==> src/rtl/seg7_pkg.sv <==
// Shared types, segment patterns and the hex-to-segment encoder used by the
// 7-segment scan driver. Patterns are {g,f,e,d,c,b,a}, active-low.
package seg7_pkg;

  typedef logic [6:0] seg_t;

  // All segments dark.
  localparam seg_t SEG_BLANK = 7'h7F;

  // Hex glyphs 0..F (lower-case b and d keep them distinct from 8 and 0).
  localparam seg_t SEG_HEX [16] = '{
    7'h40, 7'h79, 7'h24, 7'h30,
    7'h19, 7'h12, 7'h02, 7'h58,
    7'h00, 7'h10, 7'h08, 7'h03,
    7'h46, 7'h21, 7'h06, 7'h0E
  };

  // Map one nibble to its active-low segment pattern.
  function automatic seg_t seg_encode(input logic [3:0] nibble);
    return SEG_HEX[nibble];
  endfunction

endpackage

==> src/rtl/seg7_lzb_mask.sv <==
// Leading-zero blanking mask. A digit is blanked when blanking is enabled
// and that digit together with every more significant digit is zero.
// The least significant digit is never blanked so a zero word shows "0".
module seg7_lzb_mask #(
  parameter int NUM_DIGITS = 4
) (
  input  logic [4*NUM_DIGITS-1:0] word,
  input  logic                    lzb,
  output logic [NUM_DIGITS-1:0]   blank
);

  // zero_from[i] = nibble i and all higher nibbles are zero
  logic [NUM_DIGITS-1:0] zero_from;

  generate
    for (genvar gi = 0; gi < NUM_DIGITS; gi++) begin : g_zero
      assign zero_from[gi] = (word[4*NUM_DIGITS-1:4*gi] == '0);
    end
  endgenerate

  // Digit 0 is masked out of the blank vector unconditionally.
  assign blank = {NUM_DIGITS{lzb}} & zero_from & ~NUM_DIGITS'(1);

endmodule

==> src/rtl/seg7_scan_driver.sv <==
// Time-multiplexed driver for common-anode 7-segment digits on a shared
// segment bus. A new display word is accepted over valid/ready into a
// pending buffer and only copied to the visible word at a frame boundary,
// so one frame never mixes two words. Each digit slot starts with one
// all-off cycle (anti-ghosting) while the segment bus settles.
module seg7_scan_driver #(
  parameter int NUM_DIGITS  = 4,
  parameter int REFRESH_DIV = 50000,
  parameter int BLINK_DIV   = 25000000
) (
  input  logic                    clk,
  input  logic                    reset_n,
  input  logic                    load_valid,
  output logic                    load_ready,
  input  logic [4*NUM_DIGITS-1:0] load_data,
  input  logic                    load_lzb,
  input  logic [NUM_DIGITS-1:0]   load_blink,
  output logic [6:0]              seg,
  output logic [NUM_DIGITS-1:0]   dig_sel_n
);

  import seg7_pkg::*;

  localparam int IDX_W = (NUM_DIGITS > 1) ? $clog2(NUM_DIGITS) : 1;
  localparam int CNT_W = $clog2(REFRESH_DIV);
  localparam int BLK_W = (BLINK_DIV > 1) ? $clog2(BLINK_DIV) : 1;

  localparam logic [IDX_W-1:0] IDX_LAST = IDX_W'(NUM_DIGITS - 1);
  localparam logic [CNT_W-1:0] CNT_LAST = CNT_W'(REFRESH_DIV - 1);
  localparam logic [BLK_W-1:0] BLK_LAST = BLK_W'(BLINK_DIV - 1);

  // Scan and blink timing state
  logic [CNT_W-1:0] cnt_reg, cnt_next;
  logic [IDX_W-1:0] idx_reg, idx_next;
  logic [BLK_W-1:0] blk_cnt_reg, blk_cnt_next;
  logic             blink_on_reg, blink_on_next;
  logic             cnt_term, blk_term, frame_bnd;

  // Visible and pending display words
  logic [4*NUM_DIGITS-1:0] disp_reg, disp_next;
  logic                    lzb_reg, lzb_next;
  logic [NUM_DIGITS-1:0]   blink_reg, blink_next;
  logic [4*NUM_DIGITS-1:0] pend_data_reg;
  logic                    pend_lzb_reg;
  logic [NUM_DIGITS-1:0]   pend_blink_reg;
  logic                    pend_flag_reg;
  logic                    transfer, commit;

  // Output registers and the pattern feeding them
  seg_t                  seg_reg, seg_next, pattern;
  logic [NUM_DIGITS-1:0] dig_sel_n_reg, dig_next;
  logic [NUM_DIGITS-1:0] lzb_blank;
  logic [3:0]            nib_arr [NUM_DIGITS];

  // The pending buffer holds at most one word, so ready is simply "empty".
  assign load_ready = ~pend_flag_reg;
  assign transfer   = load_valid & load_ready;

  // Timing next-state: slot counter, digit index and blink phase
  always_comb begin
    cnt_term      = (cnt_reg == CNT_LAST);
    cnt_next      = cnt_term ? '0 : cnt_reg + 1'b1;
    idx_next      = idx_reg;
    if (cnt_term) begin
      idx_next = (idx_reg == IDX_LAST) ? '0 : idx_reg + 1'b1;
    end
    frame_bnd     = cnt_term && (idx_reg == IDX_LAST);
    blk_term      = (blk_cnt_reg == BLK_LAST);
    blk_cnt_next  = blk_term ? '0 : blk_cnt_reg + 1'b1;
    blink_on_next = blk_term ? ~blink_on_reg : blink_on_reg;
  end

  // Pending word becomes visible only on the frame-boundary edge.
  always_comb begin
    commit     = frame_bnd && pend_flag_reg;
    disp_next  = commit ? pend_data_reg  : disp_reg;
    lzb_next   = commit ? pend_lzb_reg   : lzb_reg;
    blink_next = commit ? pend_blink_reg : blink_reg;
  end

  // Blank mask is taken from the word that will be visible next cycle, so
  // the first slot of a new frame already reflects the committed word.
  seg7_lzb_mask #(
    .NUM_DIGITS (NUM_DIGITS)
  ) u_lzb_mask (
    .word  (disp_next),
    .lzb   (lzb_next),
    .blank (lzb_blank)
  );

  generate
    for (genvar gi = 0; gi < NUM_DIGITS; gi++) begin : g_nib
      assign nib_arr[gi] = disp_next[4*gi +: 4];
    end
  endgenerate

  // Segment pattern for the upcoming slot; LZ blanking wins over blink.
  always_comb begin
    pattern = seg_encode(nib_arr[idx_next]);
    if (lzb_blank[idx_next]) begin
      pattern = SEG_BLANK;
    end else if (blink_next[idx_next] && !blink_on_next) begin
      pattern = SEG_BLANK;
    end
    // seg only changes on the edge that starts a slot (dead-time cycle)
    seg_next = cnt_term ? pattern : seg_reg;
    // All enables off in the first cycle of every slot.
    dig_next = '1;
    if (cnt_next != '0) begin
      dig_next[idx_next] = 1'b0;
    end
  end

  // Refresh and blink counters
  always_ff @(posedge clk or negedge reset_n) begin
    if (!reset_n) begin
      cnt_reg      <= '0;
      idx_reg      <= '0;
      blk_cnt_reg  <= '0;
      blink_on_reg <= 1'b1;
    end else begin
      cnt_reg      <= cnt_next;
      idx_reg      <= idx_next;
      blk_cnt_reg  <= blk_cnt_next;
      blink_on_reg <= blink_on_next;
    end
  end

  // Handshake capture into pending and frame-boundary commit to display
  always_ff @(posedge clk or negedge reset_n) begin
    if (!reset_n) begin
      pend_data_reg  <= '0;
      pend_lzb_reg   <= 1'b0;
      pend_blink_reg <= '0;
      pend_flag_reg  <= 1'b0;
      disp_reg       <= '0;
      lzb_reg        <= 1'b0;
      blink_reg      <= '0;
    end else begin
      if (transfer) begin
        pend_data_reg  <= load_data;
        pend_lzb_reg   <= load_lzb;
        pend_blink_reg <= load_blink;
        pend_flag_reg  <= 1'b1;
      end else if (commit) begin
        pend_flag_reg  <= 1'b0;
      end
      disp_reg  <= disp_next;
      lzb_reg   <= lzb_next;
      blink_reg <= blink_next;
    end
  end

  // Registered pin drivers
  always_ff @(posedge clk or negedge reset_n) begin
    if (!reset_n) begin
      seg_reg       <= SEG_BLANK;
      dig_sel_n_reg <= '1;
    end else begin
      seg_reg       <= seg_next;
      dig_sel_n_reg <= dig_next;
    end
  end

  assign seg       = seg_reg;
  assign dig_sel_n = dig_sel_n_reg;

endmodule

==> config.mk <==
export PLATFORM = sky130hd
export DESIGN_NAME = seg7_scan_driver
export DESIGN_NICKNAME = d
export VERILOG_FILES = /design/src/rtl/seg7_pkg.sv /design/src/rtl/seg7_lzb_mask.sv /design/src/rtl/seg7_scan_driver.sv
export SDC_FILE = /design/constraint.sdc
export NUM_CORES = 1
export LEC_CHECK = 0
export ABC_AREA = 1
export CORE_ASPECT_RATIO = 1.25
export CORE_MARGIN = 2
export CORE_UTILIZATION = 55
export DETAILED_ROUTE_END_ITERATION = 8
export GPL_TIMING_DRIVEN = 0
export PLACE_DENSITY = 0.75
export SYNTH_ARGS = -nofsm -noshare
export SYNTH_HDL_FRONTEND = slang
export SYNTH_SLANG_ARGS = --single-unit
==> constraint.sdc <==
create_clock -name clk -period 2.74 [get_ports clk]
set_input_delay 0.822 -clock clk [delete_from_list [all_inputs] [get_ports clk]]
set_output_delay 0.822 -clock clk [all_outputs]
set_load 0.02 [all_outputs]
==> flow_summary_export.csv <==
group,metric,value,unit
finish,drive_gt1_share,20.8,%
floorplanning,start_util,57.0,%
critical_path,reg2reg_depth,19,
sta,fin_worst_skew,0.00681,ns
logic_synthesis,netlist_area,5260,um2
sta,max_freq,0.393,GHz
power_and_ir_drop,p_leak,3.07,nW
clocking,clk_path_buf_depth,2,
floorplanning,die_w,91.4,um
logic_synthesis,synth_top_family_by_area,"simple AND/OR/NAND/NOR gates",
logic_synthesis,syn-instance-count,616,
critical_path,path_class,"flip-flop to flip-flop",
finish,finish.utilization,67.2,%
finish,largest_reg_flops,25,
detailed_routing,drt_iter0_drc,248,
run_status,outcome,"complete, no violations",
sta,setup_violations,0,
sta,finalHoldViolations,0,
logic_synthesis,synthSimpleGateAreaFrac,34.8,%
clocking,clk_latency,0.35,ns
critical_path,cpMostUsedCell,"nand2_1",
floorplanning,ios,36,
sta,fin_hold_ws,0.389,ns
floorplanning,core,9220,um2
sta,max_slew_margin,49.4,%
critical_path,worstPathMaxFanout,10,
logic_synthesis,synth-edff-count,0,
finish,layout.nets,705,
floorplanning,fp-row-count,39,
sta,final.period_utilization,92.8,%
logic_synthesis,yosys.area_share.xor_xnor,1.67,%
clocking,cts_tree,"yes",
finish,finalInstanceArea,6200,um2
power_and_ir_drop,total_power,2.95,mW
logic_synthesis,synthTopCellsByArea,"dfrtp_1, nand2_1, dfstp_2",
detailed_routing,drt.antenna.violating_nets,0,
clocking,clock-sinks,98,
logic_synthesis,synth_cell_types,43,
finish,num-fill-cells,738,
grt,globalRouteTotalUtil,23.1,%
critical_path,worst_setup_path_start_kind,"flip-flop",
clocking,cts.htree.levels,3,
clocking,cts_inserted_buffers,9,
detailed_routing,firstDrtPassIters,5,
placed_design,gp_congestion,0.887,
grt,grt_pass1_vias,4219,
detailed_routing,via_per_inst,5.24,
placed_design,placed_cell_area,5780,um2
logic_synthesis,synth_compound_area_share,3.43,%
floorplanning,fp.dieH,113,um
logic_synthesis,ys_ff_latch,98,
logic_synthesis,yosysSeqAreaShare,47.0,%
power_and_ir_drop,p_per_area,476,nW/um2
critical_path,end_kind,"flip-flop",
finish,areaGrowthSynthToFinish,17.9,%
detailed_routing,via_count,4194,
grt,grt_max_degree,73,
critical_path,crit_arrival,2.82,ns
grt,antenna_found_initial,0,
critical_path,cp_cell_sequence,"ha_2, nand3_4, nor2_4, nand2_4, inv_2, buf_6, nand3_1, nand2_1, nand2_1, nand2_1, nor2_4, inv_1, ha_1, nand2_1, nand2_1, nand2_1, nand2_1, nor2_1, nor2_1",
detailed_routing,wl,11100,um
floorplanning,dieArea,10400,um2
logic_synthesis,synth_flop_cell,"dfrtp_1",
detailed_routing,drc_errors,0,
logic_synthesis,syn_nets,649,
logic_synthesis,yosys_warnings,0,
logic_synthesis,synthMuxAreaShare,3.86,%
finish,n_antenna_cell,0,
detailed_routing,wl_per_cell,13.9,um
grt,grt_pass1_wl,19200,um
sta,drv_slew,0,
critical_path,timing.rr.start,"cnt_reg[0]",
critical_path,max_stage_delay,0.38,ns
grt,gr-total-overflow,0,
critical_path,reg2reg_slack,0.20,ns
logic_synthesis,synth.largest_area_cell,"dfrtp_1",
clocking,path_clk_slew,0.07,ns
logic_synthesis,synth_common_cells,"nand2_1, dfrtp_1, inv_1",
finish,multi_input_area,2440,um2
sta,min_period,2.54,ns
clocking,clk_root_buffer_cell,"clkbuf_16",
critical_path,worstReg2RegEnd,"seg[6]",
logic_synthesis,synth_top_cell_area_share,41.0,%
logic_synthesis,synth_fa_ha_area_share,2.14,%
critical_path,cp_slowest_cell,"dfrtp_1",
placed_design,numPortBuffers,35,
placed_design,dp_hpwl,8120,um
logic_synthesis,synthArstFlopShare,100,%
finish,register_area,2470,um2
hold_path,hold_class,"input port to async pin",
logic_synthesis,avgSynthCellArea,8.53,um2
critical_path,required,3.02,ns
power_and_ir_drop,vdd_drop_max,388,uV
logic_synthesis,synth.most_common_cell,"nand2_1",
sta,worst_slew_pin_slew,0.752,ns
flow_run,max_cap_viol_count,0,
## kinds of logic after synthesis
kind of cell,count (synthesis)
adder cells (fa/ha/maj),9
flip-flops,98
multiplexers,18
buffers and inverters,86
AO/OA/AOI/OAI,29
AND/OR/NAND/NOR,366
XOR/XNOR,10
## report_power, final
group | switching (mW) | leakage, nW | internal (mW)
sequential | 0.0179 | 1.25 | 1.48
clock | 0.540 | 0.151 | 0.807
combinational | 0.0432 | 1.66 | 0.0560
## cell usage in the layout (no fill, tap or decap), types with 3 or more instances in the layout
master	synthesis	final
nor2_4	7	8
nor2_1	67	66
buf_6	5	5
clkdlybuf4s50_1	0	34
dfrtp_1	86	86
nand3_1	35	35
nand3b_1	3	3
nor3_1	17	17
and3_1	3	3
a21oi_1	11	11
inv_1	70	70
o21ai_0	7	7
nor2_2	8	8
inv_2	4	4
dfstp_2	12	12
nor4_1	4	4
nand4_1	25	25
clkbuf_1	3	4
nand3_4	2	3
xor2_1	7	7
xnor2_1	3	3
clkbuf_16	0	9
nand2_1	148	147
ha_1	9	7
nand2_2	31	32
mux2_2	18	18
nand2_4	6	6
buf_4	0	10
## through the flow
stage          setup slack, ns  TNS (ns)  instances
3_3_place_gp             -2.72   -252.36        774
4_1_cts                 0.0183         0        791
3_5_place_dp            0.0403         0        775
2_1_floorplan            0.479         0        616
6_report                 0.197         0        800
5_1_grt                -0.0125   -0.0125        800
## what timing repair did
item	CTS	global route
endpoints found under the setup margin	1	7
pin swaps	0	4
hold buffers	0	0
resized for setup	1	7
setup buffers	0	9
## area by class of cell
class / instances / area share [%]
plain buffers: 10 / 1.43
clock buffers: 11 / 3.76
clock inverters: 5 / 1.37
inverters: 76 / 4.68
multi-input cells: 432 / 39.3
flip-flops and latches: 98 / 39.8
well taps: 123 / 2.48
repair buffers: 45 / 7.15
## layer usage
metal  GRT usage [%]  up-vias  share of wire, %
li1                -     2084                 -
met1            26.8     2005                40
met4            7.17        0               1.5
met5               0        -                 0
met2            42.6       90                55
met3            4.53       15               3.9
## critical path, delay by kind of cell, from the launching register on
| kind | cells | cell delay [ns] |
|---|---|---|
| buffers and inverters | 3 | 0.40 |
| adders and majority gates | 2 | 0.41 |
| DFF | 1 | 0.38 |
| and+or+nand+nor | 14 | 1.29 |
## worst max path at each step
stage,from,to,slack [ns]
after global placement,reset_n,pend_data_reg[0],-2.72
final,cnt_reg[0],seg[6],0.20
after CTS,idx_reg[0],seg[0],0.02
after global routing,cnt_reg[0],seg[0],-0.01
after detailed placement,idx_reg[0],seg[3],0.04
after floorplan,idx_reg[0],seg[3],0.48
Note: power is estimated with default switching activity, not from simulation.
